**src/rtl/pixel_writer.sv**
```systemverilog
// Receives the rasterizer's bit-serial pixel stream, converts Q10.6 coordinates to
// screen addresses, clips to the screen and queues writes for the framebuffer port.
module pixel_writer #(
    parameter int WIDTH      = 320,
    parameter int HEIGHT     = 240,
    parameter int ADDR_W     = 17,
    parameter int FIFO_DEPTH = 4,
    parameter int FRAC       = 6
) (
    input  logic              CLK,
    input  logic              RST,
    input  logic              PX,
    input  logic              PY,
    input  logic              C,
    input  logic              FRAME,
    input  logic              VALID,
    input  logic              DONE,
    output logic              FB_WE,
    output logic [ADDR_W-1:0] FB_ADDR,
    output logic [15:0]       FB_DATA,
    input  logic              FB_READY,
    output logic              TRI_DONE,
    output logic [16:0]       PIX_CNT,
    output logic [16:0]       CLIP_CNT,
    output logic              OVF,
    output logic              ERR
);

    localparam int IW    = 16 - FRAC;
    localparam int PTR_W = (FIFO_DEPTH > 1) ? $clog2(FIFO_DEPTH) : 1;
    localparam int EW    = ADDR_W + 16;

    typedef enum logic {IDLE, SHIFT} state_t;

    state_t          state_q, state_d;
    logic [3:0]      cnt_q, cnt_d;
    logic [14:0]     px_sr_q, px_sr_d;
    logic [14:0]     py_sr_q, py_sr_d;
    logic [14:0]     c_sr_q, c_sr_d;
    logic            valid_lat_q, valid_lat_d;
    logic            err_q, err_d;
    logic            word_done;

    logic            cv_pend_q, cv_pend_d;
    logic            cv_valid_q, cv_valid_d;
    logic [IW-1:0]   cv_xi_q, cv_xi_d;
    logic [IW-1:0]   cv_yi_q, cv_yi_d;
    logic [15:0]     cv_c_q, cv_c_d;

    logic [EW-1:0]   mem_q [FIFO_DEPTH];
    logic [EW-1:0]   mem_d [FIFO_DEPTH];
    logic [PTR_W-1:0] wr_ptr_q, wr_ptr_d;
    logic [PTR_W-1:0] rd_ptr_q, rd_ptr_d;
    logic [PTR_W:0]  count_q, count_d;
    logic            ovf_q, ovf_d;

    logic            done_pend_q, done_pend_d;
    logic [16:0]     pix_cnt_q, pix_cnt_d;
    logic [16:0]     clip_cnt_q, clip_cnt_d;

    logic            in_range;
    logic            push_req;
    logic            clip_hit;
    logic            push_ok;
    logic            pop;
    logic            empty;
    logic            full;
    logic            tri_done;
    logic [ADDR_W-1:0] addr;

    // Capture: a FRAME cycle always restarts the word at bit 15, even mid-word.
    always_comb begin
        state_d     = state_q;
        cnt_d       = cnt_q;
        px_sr_d     = px_sr_q;
        py_sr_d     = py_sr_q;
        c_sr_d      = c_sr_q;
        valid_lat_d = valid_lat_q;
        err_d       = err_q;
        word_done   = 1'b0;
        if (FRAME) begin
            state_d     = SHIFT;
            cnt_d       = 4'd14;
            px_sr_d     = {{14{1'b0}}, PX};
            py_sr_d     = {{14{1'b0}}, PY};
            c_sr_d      = {{14{1'b0}}, C};
            valid_lat_d = VALID;
            if (state_q == SHIFT) begin
                err_d = 1'b1;
            end
        end else begin
            case (state_q)
                SHIFT: begin
                    px_sr_d = {px_sr_q[13:0], PX};
                    py_sr_d = {py_sr_q[13:0], PY};
                    c_sr_d  = {c_sr_q[13:0], C};
                    cnt_d   = cnt_q - 4'd1;
                    if (cnt_q == 4'd0) begin
                        word_done = 1'b1;
                        state_d   = IDLE;
                    end
                end
                default: state_d = IDLE;
            endcase
        end
    end

    // Only the integer part of each coordinate is kept; the word's bit k sits at
    // shift-register bit k-1 during the bit-0 cycle.
    always_comb begin
        cv_pend_d  = word_done;
        cv_valid_d = cv_valid_q;
        cv_xi_d    = cv_xi_q;
        cv_yi_d    = cv_yi_q;
        cv_c_d     = cv_c_q;
        if (word_done) begin
            cv_valid_d = valid_lat_q;
            cv_xi_d    = px_sr_q[14:FRAC-1];
            cv_yi_d    = py_sr_q[14:FRAC-1];
            cv_c_d     = {c_sr_q, C};
        end
    end

    always_comb begin
        in_range = !cv_xi_q[IW-1] && !cv_yi_q[IW-1] &&
                   (32'(cv_xi_q) < WIDTH) && (32'(cv_yi_q) < HEIGHT);
        addr     = ADDR_W'(cv_yi_q) * ADDR_W'(WIDTH) + ADDR_W'(cv_xi_q);
        push_req = cv_pend_q && cv_valid_q && in_range;
        clip_hit = cv_pend_q && cv_valid_q && !in_range;
    end

    always_comb begin
        empty    = (count_q == '0);
        full     = (count_q == (PTR_W+1)'(FIFO_DEPTH));
        pop      = !empty && FB_READY;
        push_ok  = push_req && (!full || pop);
        tri_done = done_pend_q && (state_q == IDLE) && !cv_pend_q && empty;
    end

    always_comb begin
        mem_d    = mem_q;
        wr_ptr_d = wr_ptr_q;
        rd_ptr_d = rd_ptr_q;
        count_d  = count_q;
        ovf_d    = ovf_q;
        if (push_ok) begin
            mem_d[wr_ptr_q] = {addr, cv_c_q};
            wr_ptr_d        = wr_ptr_q + 1'b1;
        end
        if (pop) begin
            rd_ptr_d = rd_ptr_q + 1'b1;
        end
        if (push_ok && !pop) begin
            count_d = count_q + 1'b1;
        end else if (pop && !push_ok) begin
            count_d = count_q - 1'b1;
        end
        if (push_req && !push_ok) begin
            ovf_d = 1'b1;
        end
    end

    // Counters clear the cycle after the TRI_DONE pulse; a DONE in the pulse cycle is absorbed.
    always_comb begin
        done_pend_d = tri_done ? 1'b0 : (done_pend_q || DONE);
        pix_cnt_d   = pix_cnt_q;
        clip_cnt_d  = clip_cnt_q;
        if (tri_done) begin
            pix_cnt_d  = '0;
            clip_cnt_d = '0;
        end else begin
            if (pop) begin
                pix_cnt_d = pix_cnt_q + 17'd1;
            end
            if (clip_hit) begin
                clip_cnt_d = clip_cnt_q + 17'd1;
            end
        end
    end

    always_ff @(posedge CLK) begin
        if (RST) begin
            state_q     <= IDLE;
            cnt_q       <= '0;
            px_sr_q     <= '0;
            py_sr_q     <= '0;
            c_sr_q      <= '0;
            valid_lat_q <= 1'b0;
            err_q       <= 1'b0;
            cv_pend_q   <= 1'b0;
            cv_valid_q  <= 1'b0;
            cv_xi_q     <= '0;
            cv_yi_q     <= '0;
            cv_c_q      <= '0;
            for (int unsigned i = 0; i < FIFO_DEPTH; i++) begin
                mem_q[i] <= '0;
            end
            wr_ptr_q    <= '0;
            rd_ptr_q    <= '0;
            count_q     <= '0;
            ovf_q       <= 1'b0;
            done_pend_q <= 1'b0;
            pix_cnt_q   <= '0;
            clip_cnt_q  <= '0;
        end else begin
            state_q     <= state_d;
            cnt_q       <= cnt_d;
            px_sr_q     <= px_sr_d;
            py_sr_q     <= py_sr_d;
            c_sr_q      <= c_sr_d;
            valid_lat_q <= valid_lat_d;
            err_q       <= err_d;
            cv_pend_q   <= cv_pend_d;
            cv_valid_q  <= cv_valid_d;
            cv_xi_q     <= cv_xi_d;
            cv_yi_q     <= cv_yi_d;
            cv_c_q      <= cv_c_d;
            mem_q       <= mem_d;
            wr_ptr_q    <= wr_ptr_d;
            rd_ptr_q    <= rd_ptr_d;
            count_q     <= count_d;
            ovf_q       <= ovf_d;
            done_pend_q <= done_pend_d;
            pix_cnt_q   <= pix_cnt_d;
            clip_cnt_q  <= clip_cnt_d;
        end
    end

    assign FB_WE    = !empty;
    assign FB_ADDR  = empty ? '0 : mem_q[rd_ptr_q][EW-1:16];
    assign FB_DATA  = empty ? '0 : mem_q[rd_ptr_q][15:0];
    assign TRI_DONE = tri_done;
    assign PIX_CNT  = pix_cnt_q;
    assign CLIP_CNT = clip_cnt_q;
    assign OVF      = ovf_q;
    assign ERR      = err_q;

endmodule

```
**config.mk**
```make
export PLATFORM = sky130hd
export DESIGN_NAME = pixel_writer
export DESIGN_NICKNAME = d
export VERILOG_FILES = /design/src/rtl/pixel_writer.sv
export SDC_FILE = /design/constraint.sdc
export NUM_CORES = 1
export LEC_CHECK = 0
export BUFFER_PORTS_ARGS = -buffer_cell sky130_fd_sc_hd__clkbuf_2
export CORE_ASPECT_RATIO = 1.75
export CORE_MARGIN = 2
export CORE_UTILIZATION = 43
export DETAILED_ROUTE_END_ITERATION = 6
export GPL_TIMING_DRIVEN = 0
export HOLD_SLACK_MARGIN = 0.15
export PLACE_DENSITY = 0.6
export SLEW_MARGIN = 20
export SYNTH_ARGS = -nofsm -noshare
export SYNTH_HDL_FRONTEND = slang
export SYNTH_SLANG_ARGS = --single-unit
```
**constraint.sdc**
```tcl
create_clock -name CLK -period 3.2 [get_ports CLK]
set_clock_uncertainty 0.05 [all_clocks]
set_input_delay 0.64 -clock CLK [delete_from_list [all_inputs] [get_ports CLK]]
set_output_delay 0.64 -clock CLK [all_outputs]
set_load 0.03 [all_outputs]
```
==> summary.md, run 1 <==
| Metric | Value |
|---|---|
| Status | finished, final reports clean |
| Die area | 0.02813 sq mm |
| Fraction of layout cells with a size suffix above 1 | 12.80% |
| Worst Hold Class | in2reg |
| Synth Area in Adders | between 3 and 4% |
| TritonCTS Buffers | 26 |
| Cell count after synthesis | 1315 |
| # clock sinks | 265 |
| Clock transition at the registers of the reported paths | around 0.060 ns |
| Chip height | 220.4 microns |
| Sequential share of the synthesized area | 46.12% |
| TNS Setup | 0 ns |
| Post-CTS setup buffer count | 0 |
| Compound-Gate Fraction of Synth Area | between 10% and 20% |
| Required time of the critical path | ~3.6 ns |
| Starting Density | 43.42% |
| Antenna violations before repair | 0 |
| CP endpoint | mem_q[131]$_SDFFE_PP0P_ |
| Proportion of synthesized area in mux cells | 10.81% |
| Top cells by area, synth | dfxtp_1 46%, nand2_1 10%, a21oi_1 7.0% |
| CTS tree | built |
| H-tree depth | 1 |
| Buffers on Ports | 79 |
| HPWL after DPL | roughly 23 mm |
| Clk_lat worst skew | 0.54 ns |
| Final hold slack | around 0.27 ns |
| WL/cell | 17.04 microns |
| Initial drt markers | 408 |
| CP Max Fanout | 10 |
| Synthesized cell area | about 0.012 sq mm |
| Die Width | around 130 microns |
| Post-CTS Hold Buffers | 0 |
| Avg Synthesized Cell Area | 8.747 sq um |
| First-pass GRT wire length | 46.68 mm |
| Max-Slew Margin vs Limit | around 42% |
| Min Clock Period, post-route | ~3.0 ns |
| Synthesis Warnings | 0 |
| Synth Net Count | ~1400 |
| Routed WL | around 30 mm |
| Final core utilization | 49.70% |
| Number of max-cap violations | 0 |
| Max incr delay on CP | approximately 0.47 ns |
| Synthesized flop and latch total | 265 |
| # rows | 79 |
| CTS Buffer Depth | 3 |
| Pins Over Slew Limit | 0 |
| Post-synth top cells | 318 x nand2_1, 265 x dfxtp_1, 160 x a21oi_1, 132 x nor2_1, 66 x clkbuf_1 |
| Simple logic cell fraction of the synthesized area | 21.74% |
| # diodes | 0 |
| Leak pwr | 4.807 nW |
| Core area | around 0.026 sq mm |
| Worst VDD drop | 463.6 uV |
| Startpoint Class | flip-flop |
| R2r startpoint | cv_yi_q[1]$_SDFFE_PP0P_ |
| Largest net degree at the start of global routing | 15 |
| Critical-path cell list | ha_1, ha_1, ha_1, o21ai_0, a2111oi_4, nand4_2, buf_6, or4_1, nand4_1 |
| Gr usage total | 21.14% |
| Tot Pwr | 7.232 mW |
| DP Area | 0.01230 sq mm |
| DR vias | ~9300 |
| RR Endpoint | mem_q[131]$_SDFFE_PP0P_ |
| Count of cell types in the netlist | 53 |
| PwrDens | 549.3 mW/mm^2 |
| Worst reg2reg setup slack | 0.16 ns |
| Max Clk Rate | roughly 330 MHz |
| Routability cong. | 0.8552 |
| Leading area contributor after synthesis | dfxtp_1 |
| Ports | 80 |
| Critical path type | reg2reg |
| Nets | 1460 |
| CP most frequent cell | ha_1 |
| Top-area cell type share of the netlist area | a little under half |
| Remaining DRCs | 0 |
| Fin crit share | 95.00% |
| Post-synth EDFFs | 0 |
| Routed Antenna Nets | 0 |
| Overflow after GRT | 0 |
| Crit. End Element | flip-flop |
| Via-per-instance ratio | approximately 5.3 |
| Post-synth ARST share | 0% |
| Synth-to-Final Area Change | 14.47% |
| Vias in the first global route | 8947 |
| Root Buffer | clkbuf_16 |
| Hold Fails Final Rpt | 0 |
| RSZ-0062 raised after global routing | true |
| Top FF cell, synth | dfxtp_1 |
| Worst reg2reg path depth | 9 |
| TritonRoute pass-1 iters | 5 |
| Slowest-stage cell, CP | or4_1 |
| Worst Path Arrival | about 3.5 ns |
| Worst Tran Pin Value | 0.8610 ns |
| Xor/xnor share of the synthesized area | 3.579% |
| Final setup fails | 0 |
| Combinational family with the most area after synthesis | simple AND/OR/NAND/NOR gates |
| Launch point of the worst path | cv_yi_q[1]$_SDFFE_PP0P_ |
| Top-count cell post-synth | nand2_1 |
| Finished Cell Area | between 0.01 and 0.015 sq mm |
==> flip-flops by register name, summed over array words and instances, names as in the netlist, 2 cells and up <==
signal	flops
CLIP_CNT	17
PIX_CNT	17
c_sr_q	15
cnt_q	4
count_q	3
cv_c_q	16
cv_xi_q	10
cv_yi_q	10
mem_q	132
px_sr_q	15
py_sr_q	15
rd_ptr_q	2
wr_ptr_q	2
==> cells in the final DEF (no fill, tap or decap), types with 8 or more instances in the layout <==
cell type,count
xor2_1,29
clkbuf_2,83
clkbuf_16,26
nand4_1,15
nand2_1,318
o21ai_0,11
xnor2_1,17
a21oi_1,160
and2_1,39
buf_2,9
ha_1,28
a211oi_1,19
dfxtp_1,264
clkbuf_1,65
buf_1,8
nand3_1,12
mux4_2,33
mux2i_1,50
nor2_1,132
inv_1,15
==> what timing repair did <==
action / in CTS / in global routing
setup endpoints to repair: 31 / 13
pin swaps: 0 / 2
gates resized for setup: 12 / 4
==> through the flow <==
stage          cells  setup WS [ns]
2_1_floorplan   1315         0.2791
3_3_place_gp    1718       -0.03125
3_5_place_dp    1718       -0.05223
4_1_cts         1762       0.004390
5_1_grt         1761      -0.003297
6_report        1761         0.1600
==> cell type report <==
type | instances | area, sq um
fill | 2613 | 13320
multi-input combinational | 948 | 5821
sequential | 265 | 5306
clock buffer | 36 | 738.2
tap | 324 | 405.4
timing repair buffer | 79 | 395.4
buffer | 85 | 354.1
clock inverter | 9 | 90.09
inverter | 15 | 56.30
==> routing by layer <==
metal	vias to the layer above	part of all wire [%]	global-route usage, %
met4	0	4.3	9.744
li1	4648	-	-
met1	4303	38	22.36
met2	239	53	40.82
met3	70	5.0	2.901
met5	-	0	0
==> where the power goes <==
part	leakage, nW	internal (mW)	switching (mW)
Sequential	2.14	3.34	0.0699
Combinational	2.27	0.259	0.578
Clock	0.403	1.69	1.29
Total	4.81	5.30	1.94
==> worst min-delay path by stage <==
stage,startpoint,endpoint,slack [ns],cells past startpoint
2_1_floorplan,done_pend_q$_SDFF_PP0_,done_pend_q$_SDFF_PP0_,0.38,2
6_report,DONE,done_pend_q$_SDFF_PP0_,0.27,3
3_5_place_dp,py_sr_q[14]$_SDFFE_PP0P_,cv_yi_q[9]$_SDFFE_PP0P_,0.39,2
4_1_cts,DONE,done_pend_q$_SDFF_PP0_,0.26,3
3_3_place_gp,mem_q[53]$_SDFFE_PP0P_,mem_q[53]$_SDFFE_PP0P_,0.39,2
5_1_grt,DONE,done_pend_q$_SDFF_PP0_,0.27,3
==> kinds of logic (layout without fill, tap and decap cells) <==
kind of cell,count (synthesis),count (layout)
xor+xnor,47,47
buf+inv,102,224
simple gates,575,575
flops,265,265
fa+ha+maj,31,31
mux,83,83
compound gates,212,212
==> critical path: cells and delay by family (launching register included) <==
| kind | cells | cell delay (ns) |
|---|---|---|
| DFF | 1 | 0.34 |
| AOI/OAI and AO/OA | 2 | 0.67 |
| buffers and inverters | 1 | 0.20 |
| adders and majority gates | 3 | 0.96 |
| and+or+nand+nor | 3 | 0.78 |
(Power assumes the default switching activity.)
==> run 2, diff against run 1 <==
GPL_TIMING_DRIVEN = default   (was 0)
==> summary.md, run 2 (synthesized netlist as in run 1, its figures left out) <==
| Metric | Value |
|---|---|
| Status | finished, final reports clean (unchanged) |
| RR Endpoint | mem_q[65]$_SDFFE_PP0P_ (was mem_q[131]$_SDFFE_PP0P_) |
| Min Clock Period, post-route | 3.060 ns (was 3.040 ns) |
| Crit path buf inv count | 2 (was 1) |
| Worst reg2reg setup slack | 0.23 ns (was 0.16 ns) |
| Fraction of layout cells with a size suffix above 1 | 14.29% (was 12.80%) |
| Top Family by Delay on Critical Path | multiplexers (was adder cells) |
| Starting Density | 43.42% (unchanged) |
| TNS Setup | 0 ns (unchanged) |
| Post-CTS Resized | 0 (was 12) |
| Overflow after GRT | 0 (unchanged) |
| Launch point of the worst path | rd_ptr_q[1]$_SDFFE_PP0P_ (was cv_yi_q[1]$_SDFFE_PP0P_) |
| Number of max-cap violations | 0 (unchanged) |
| Post-CTS setup buffer count | 0 (unchanged) |
| Critical-path cell list | buf_12, mux4_2, and2_1, clkbuf_2 (was ha_1, ha_1, ha_1, o21ai_0, a2111oi_4, nand4_2, buf_6, or4_1, nand4_1) |
| Startpoint Class | flip-flop (unchanged) |
| Worst Hold Class | in2reg (unchanged) |
| Post-CTS Hold Buffers | 0 (unchanged) |
| Met2 Use GR | 34.83% (was 40.82%) |
| Routability cong. | 0.7895 (was 0.8552) |
| Buffers on Ports | 79 (unchanged) |
| CP Max Fanout | 26 (was 10) |
| Pins Over Slew Limit | 0 (unchanged) |
| Global-route met1 utilization | 24.18% (was 22.36%) |
| Fin crit share | 95.63% (was 95.00%) |
| Core area | 0.02649 sq mm (unchanged) |
| H-tree depth | 1 (unchanged) |
| RSZ-0062 raised after global routing | false (was true) |
| CTS tree | built (unchanged) |
| Clock transition at the registers of the reported paths | 0.06 ns (about the same) |
| Die Width | 127.6 microns (unchanged) |
| CP endpoint | FB_ADDR[7] (was mem_q[131]$_SDFFE_PP0P_) |
| Ports | 80 (unchanged) |
| Via-per-instance ratio | 5.297 (was 5.258) |
| Commonest cells after routing, fill and taps aside | 318 x nand2_1, 263 x dfxtp_1, 160 x a21oi_1 (was 318 x nand2_1, 264 x dfxtp_1, 160 x a21oi_1) |
| Max-Slew Margin vs Limit | 34.81% (was 42.21%) |
| Post-route insts no fill | 1703 (was 1761) |
| Largest register FFs | 132 (unchanged) |
| Worst VDD drop | 337.5 uV (was 463.6 uV) |
| Slowest-stage cell, CP | mux4_2 (was or4_1) |
| Max Clk Rate | 326.8 MHz (was 329.0 MHz) |
| GR peak layer | met2 (unchanged) |
| Clk_lat worst skew | 0.54 ns (about the same) |
| Vias in the first global route | 8679 (was 8947) |
| WL/cell | 15.81 microns (was 17.04 microns) |
| Final setup fails | 0 (unchanged) |
| First-pass GRT wire length | 44.57 mm (was 46.68 mm) |
| Crit. End Element | primary output (was flip-flop) |
| Worst reg2reg path depth | 9 (unchanged) |
| Routed Antenna Nets | 0 (unchanged) |
| # rows | 79 (unchanged) |
| Worst Tran Pin Value | 0.9778 ns (was 0.8610 ns) |
| Dpl cells | 1657 (was 1718) |
| HP Start | DONE (unchanged) |
| DR vias | 9021 (was 9260) |
| HPWL after DPL | 17.33 mm (was 22.55 mm) |
| Hold Fails Final Rpt | 0 (unchanged) |
| R2r startpoint | cv_yi_q[1]$_SDFFE_PP0P_ (unchanged) |
| TritonCTS Buffers | 25 (was 26) |
| Max incr delay on CP | 0.58 ns (was 0.47 ns) |
| Root Buffer | clkbuf_16 (unchanged) |
| Gr usage total | 19.29% (was 21.14%) |
| Antenna violations before repair | 0 (unchanged) |
| Routed WL | 26.93 mm (was 30.00 mm) |
| TritonRoute pass-1 iters | 5 (unchanged) |
| Largest register by flop count | mem_q (unchanged) |
| # clock sinks | 265 (unchanged) |
| WP depth | 4 (was 9) |
| PwrDens | 557.8 mW/mm^2 (was 549.3 mW/mm^2) |
| Largest net degree at the start of global routing | 114 (was 15) |
| Critical path type | reg2out (was reg2reg) |
| Worst Path Arrival | 2.37 ns (was 3.48 ns) |
| Chip height | 220.4 microns (unchanged) |
| Grt met3 use | 2.345% (was 2.901%) |
| Initial drt markers | 425 (was 408) |
| # diodes | 0 (unchanged) |
| Remaining DRCs | 0 (unchanged) |
| Leak pwr | 4.843 nW (was 4.807 nW) |
| Die area | 0.02813 sq mm (unchanged) |
| Required time of the critical path | 2.51 ns (was 3.64 ns) |
| Nets | 1400 (was 1460) |
| Most common cell after layout, fill and taps aside | nand2_1 (unchanged) |
| Synth-to-Final Area Change | 14.41% (was 14.47%) |
| CTS Buffer Depth | 3 (unchanged) |
run 2: worst register-to-register path: cells and delay by family (launching register included):
kind                       cells  cell delay (ns)
AOI/OAI and AO/OA              2             0.58
adders and majority gates      3             0.93
DFF                            1             0.34
and+or+nand+nor                4             1.00
run 2: per-layer routing:
layer | part of all wire (%) | vias to the layer above | wire length (microns)
met5 | 0 | - | 0
met4 | 1.9 | 0 | 520
met3 | 3.9 | 40 | 1056
met2 | 51 | 162 | 13710
met1 | 43 | 4281 | 11640
li1 | - | 4538 | -
run 2: layout make-up:
type,instances,area [sq um]
fillers,2518,13330
multi-input cells,948,5817
flip-flops and latches,265,5308
repair buffers,105,705.7
clock buffers,33,695.7
well taps,324,405.4
clock inverters,13,172.7
inverters,15,56.30
run 2: how the worst min path moves through the flow:
| stage | to | cells past startpoint | slack, ns |
|---|---|---|---|
| after global placement | mem_q[55]$_SDFFE_PP0P_ | 2 | 0.39 |
| final | done_pend_q$_SDFF_PP0_ | 3 | 0.28 |
| after global routing | px_sr_q[0]$_SDFFE_PP0P_ | 3 | 0.29 |
| after detailed placement | mem_q[1]$_SDFFE_PP0P_ | 2 | 0.40 |
| after CTS | done_pend_q$_SDFF_PP0_ | 3 | 0.26 |
| after floorplan | done_pend_q$_SDFF_PP0_ | 2 | 0.38 |
run 2: power breakdown:
group | internal [mW] | switching, mW | leakage, nW
Clock | 1.86 | 1.28 | 0.434
Sequential | 3.34 | 0.0817 | 2.14
Combinational | 0.256 | 0.525 | 2.27
run 2: stage by stage:
stage          hold WS (ns)  utilization [%]  total power [mW]  instance area, sq um  worst slack, ns
6_report             0.2823            49.68             7.340                 13160           0.1398
3_3_place_gp         0.3885            46.33             4.278                 12270           0.1243
4_1_cts              0.2557            49.61             7.456                 13140          0.04594
3_5_place_dp         0.3957            46.33             4.287                 12270          0.05234
2_1_floorplan        0.3801                -             4.030                 11500           0.2791
5_1_grt              0.2898            49.68             7.642                 13160          0.01242
==> run 3, diff against run 2 <==
PLACE_DENSITY = 0.62   (was 0.6)
clock period = 2.8 ns   (was 3.2 ns; I/O delays follow)
==> summary.md, run 3 (synthesized netlist as in run 1, its figures left out) <==
| Metric | Value |
|---|---|
| Critical-path cell list | buf_4, ha_1, ha_4, a211oi_4, buf_4, or4_4, o2111ai_4, nand4_4, or4_1, nand4_1 (was buf_12, mux4_2, and2_1, clkbuf_2) |
| Chip height | 220.4 microns (unchanged) |
| Min Clock Period, post-route | between 2 and 3 ns |
| WHS Path Cells | 3 (unchanged) |
| Core area | 0.02649 sq mm (unchanged) |
| First-pass GRT wire length | 44.08 mm (was 44.57 mm) |
| Hold Fails Final Rpt | 0 (unchanged) |
| Leak pwr | 4.907 nW (was 4.843 nW) |
| HPWL after DPL | 17.67 mm (was 17.33 mm) |
| Finished Cell Area | 0.01334 sq mm (was 0.01316 sq mm) |
| Final Worst Setup Slack | -0.02224 ns (was 0.1398 ns) |
| TritonCTS Buffers | 25 (unchanged) |
| Max-Slew Margin vs Limit | 38.98% (was 34.81%) |
| Via-per-instance ratio | 5.251 (was 5.297) |
| Final setup fails | 1 (was 0) |
| DR vias | 9058 (was 9021) |
| Status | complete, but fails checks (was finished, final reports clean) |
| Slowest-stage cell, CP | or4_1 (was mux4_2) |
| CTS Buffer Depth | 3 (unchanged) |
| TritonRoute pass-1 iters | 5 (unchanged) |
| Fraction of layout cells with a size suffix above 1 | 16.49% (was 14.29%) |
| Worst Tran Pin Value | 0.9154 ns (was 0.9778 ns) |
| Ports | 80 (unchanged) |
| Clk_lat worst skew | 0.54 ns (about the same) |
| Max Clk Rate | between 300 and 400 MHz |
| Routed Antenna Nets | 0 (unchanged) |
| Dpl cells | 1679 (was 1657) |
| Required time of the critical path | 3.23 ns (was 2.51 ns) |
| Commonest cells after routing, fill and taps aside | 318 x nand2_1, 261 x dfxtp_1, 160 x a21oi_1 (was 318 x nand2_1, 263 x dfxtp_1, 160 x a21oi_1) |
| CP most frequent cell | buf_4 |
| WP depth | 10 (was 4) |
| RSZ-0062 raised after global routing | true (was false) |
| Critical path type | reg2reg (was reg2out) |
| Nets | 1424 (was 1400) |
| Routability cong. | 0.8583 (was 0.7895) |
| Root Buffer | clkbuf_16 (unchanged) |
| Remaining DRCs | 0 (unchanged) |
| Crit. End Element | flip-flop (was primary output) |
| Clock transition at the registers of the reported paths | 0.06 ns (about the same) |
| # clock sinks | 265 (unchanged) |
| Die Width | 127.6 microns (unchanged) |
| Startpoint Class | flip-flop (unchanged) |
| WL/cell | 15.70 microns (was 15.81 microns) |
| CTS tree | built (unchanged) |
| PwrDens | 623.6 mW/mm^2 (was 557.8 mW/mm^2) |
| Initial drt markers | 465 (was 425) |
| Vias in the first global route | 8697 (was 8679) |
| Routed WL | 27.08 mm (was 26.93 mm) |
| # rows | 79 (unchanged) |
| Worst VDD drop | 452.6 uV (was 337.5 uV) |
| Die area | 0.02813 sq mm (unchanged) |
| Pins Over Slew Limit | 0 (unchanged) |
| Synth-to-Final Area Change | 15.94% (was 14.41%) |
| Top Family by Delay on Critical Path | simple AND/OR/NAND/NOR gates (was multiplexers) |
| Gr usage total | 19.21% (was 19.29%) |
| Most common cell after layout, fill and taps aside | nand2_1 (unchanged) |
| # diodes | 0 (unchanged) |
| Largest register FFs | 132 (unchanged) |
| Largest register by flop count | mem_q (unchanged) |
| H-tree depth | 1 (unchanged) |
| Overflow after GRT | 0 (unchanged) |
| Fin crit share | 100.8% |
| Antenna violations before repair | 0 (unchanged) |
| Crit path buf inv count | 2 (unchanged) |
| Failing checks | setup timing |
| Number of max-cap violations | 0 (unchanged) |
| Worst Path Arrival | 3.25 ns (was 2.37 ns) |
| Starting Density | 43.42% (unchanged) |
| CP Max Fanout | 5 (was 26) |
| Post-route insts no fill | 1725 (was 1703) |
| DP Area | 0.01235 sq mm (was 0.01227 sq mm) |
| Buffers on Ports | 79 (unchanged) |
| Max incr delay on CP | 0.50 ns (was 0.58 ns) |
| Worst Hold Class | in2reg (unchanged) |
| Worst reg2reg path depth | 10 (was 9) |
| Largest net degree at the start of global routing | 86 (was 114) |
-- run 3: changes by cell type in the layout (fill, tap and decap cells not counted), moves of 3 or more --
cell      change
clkinv_2      -4
xor2_2        +3
buf_12        -8
xor2_1        -3
ha_1          -4
ha_4          +3
buf_4        +30
-- run 3: final timing paths --
| path | slack, ns | from | to |
|---|---|---|---|
| hold / removal | 0.19 | DONE | done_pend_q$_SDFF_PP0_ |
| setup reg to reg | -0.02 | cv_yi_q[3]$_SDFFE_PP0P_ | mem_q[32]$_SDFFE_PP0P_ |
| setup / recovery | -0.02 | cv_yi_q[3]$_SDFFE_PP0P_ | mem_q[32]$_SDFFE_PP0P_ |
| hold reg to reg | 0.40 | py_sr_q[14]$_SDFFE_PP0P_ | cv_yi_q[9]$_SDFFE_PP0P_ |
-- run 3: per-stage QoR --
stage                     power, mW  hold WS [ns]  util [%]  setup TNS, ns  setup slack, ns
after global routing          8.665        0.1853     50.34        -0.3848          -0.1636
after global placement        4.899        0.3884     46.63      -0.001749        -0.001749
after CTS                     8.385        0.1704     49.81              0         0.002849
final                         8.316        0.1945     50.34       -0.02224         -0.02224
after detailed placement      4.909        0.3962     46.63      -0.003649        -0.003310
after floorplan               4.606        0.3801         -              0         0.002024
-- run 3: layout make-up --
cell class | count | area, sq um
Fill cell | 2529 | 13160
Timing Repair Buffer | 129 | 813.3
Tap cell | 324 | 405.4
Multi-Input combinational cell | 948 | 5927
Sequential cell | 265 | 5310
Clock buffer | 37 | 730.7
Clock inverter | 7 | 92.59
Inverter | 15 | 56.30
-- run 3: timing repair --
action | 4_1_cts | 5_1_grt
endpoints found under the setup margin | 9 | 26
pin swaps | 1 | 14
gates resized for setup | 4 | 22
buffers inserted | 0 | 1
cloned | 0 | 1
hold buffers | 0 | 0
-- run 3: layer usage --
metal	GRT usage, %	vias to the layer above	share of wire [%]
li1	-	4563	-
met3	2.345	51	4.1
met1	22.70	4262	41
met5	0	-	0
met2	35.19	182	52
met4	7.509	0	2.8
-- run 3: power breakdown --
| part | switching [mW] | leakage (nW) | total, mW | internal (mW) |
|---|---|---|---|---|
| combinational | 0.650 | 2.36 | 0.995 | 0.346 |
| clock | 1.45 | 0.407 | 3.44 | 1.99 |
| sequential | 0.0618 | 2.14 | 3.88 | 3.82 |
| total | 2.16 | 4.91 | 8.32 | 6.16 |
-- run 3: tightest hold or removal path, stage by stage --
cell and delay (ns):
clkbuf_2 0.09, nor2_1 0.03, nor2_1 0.06
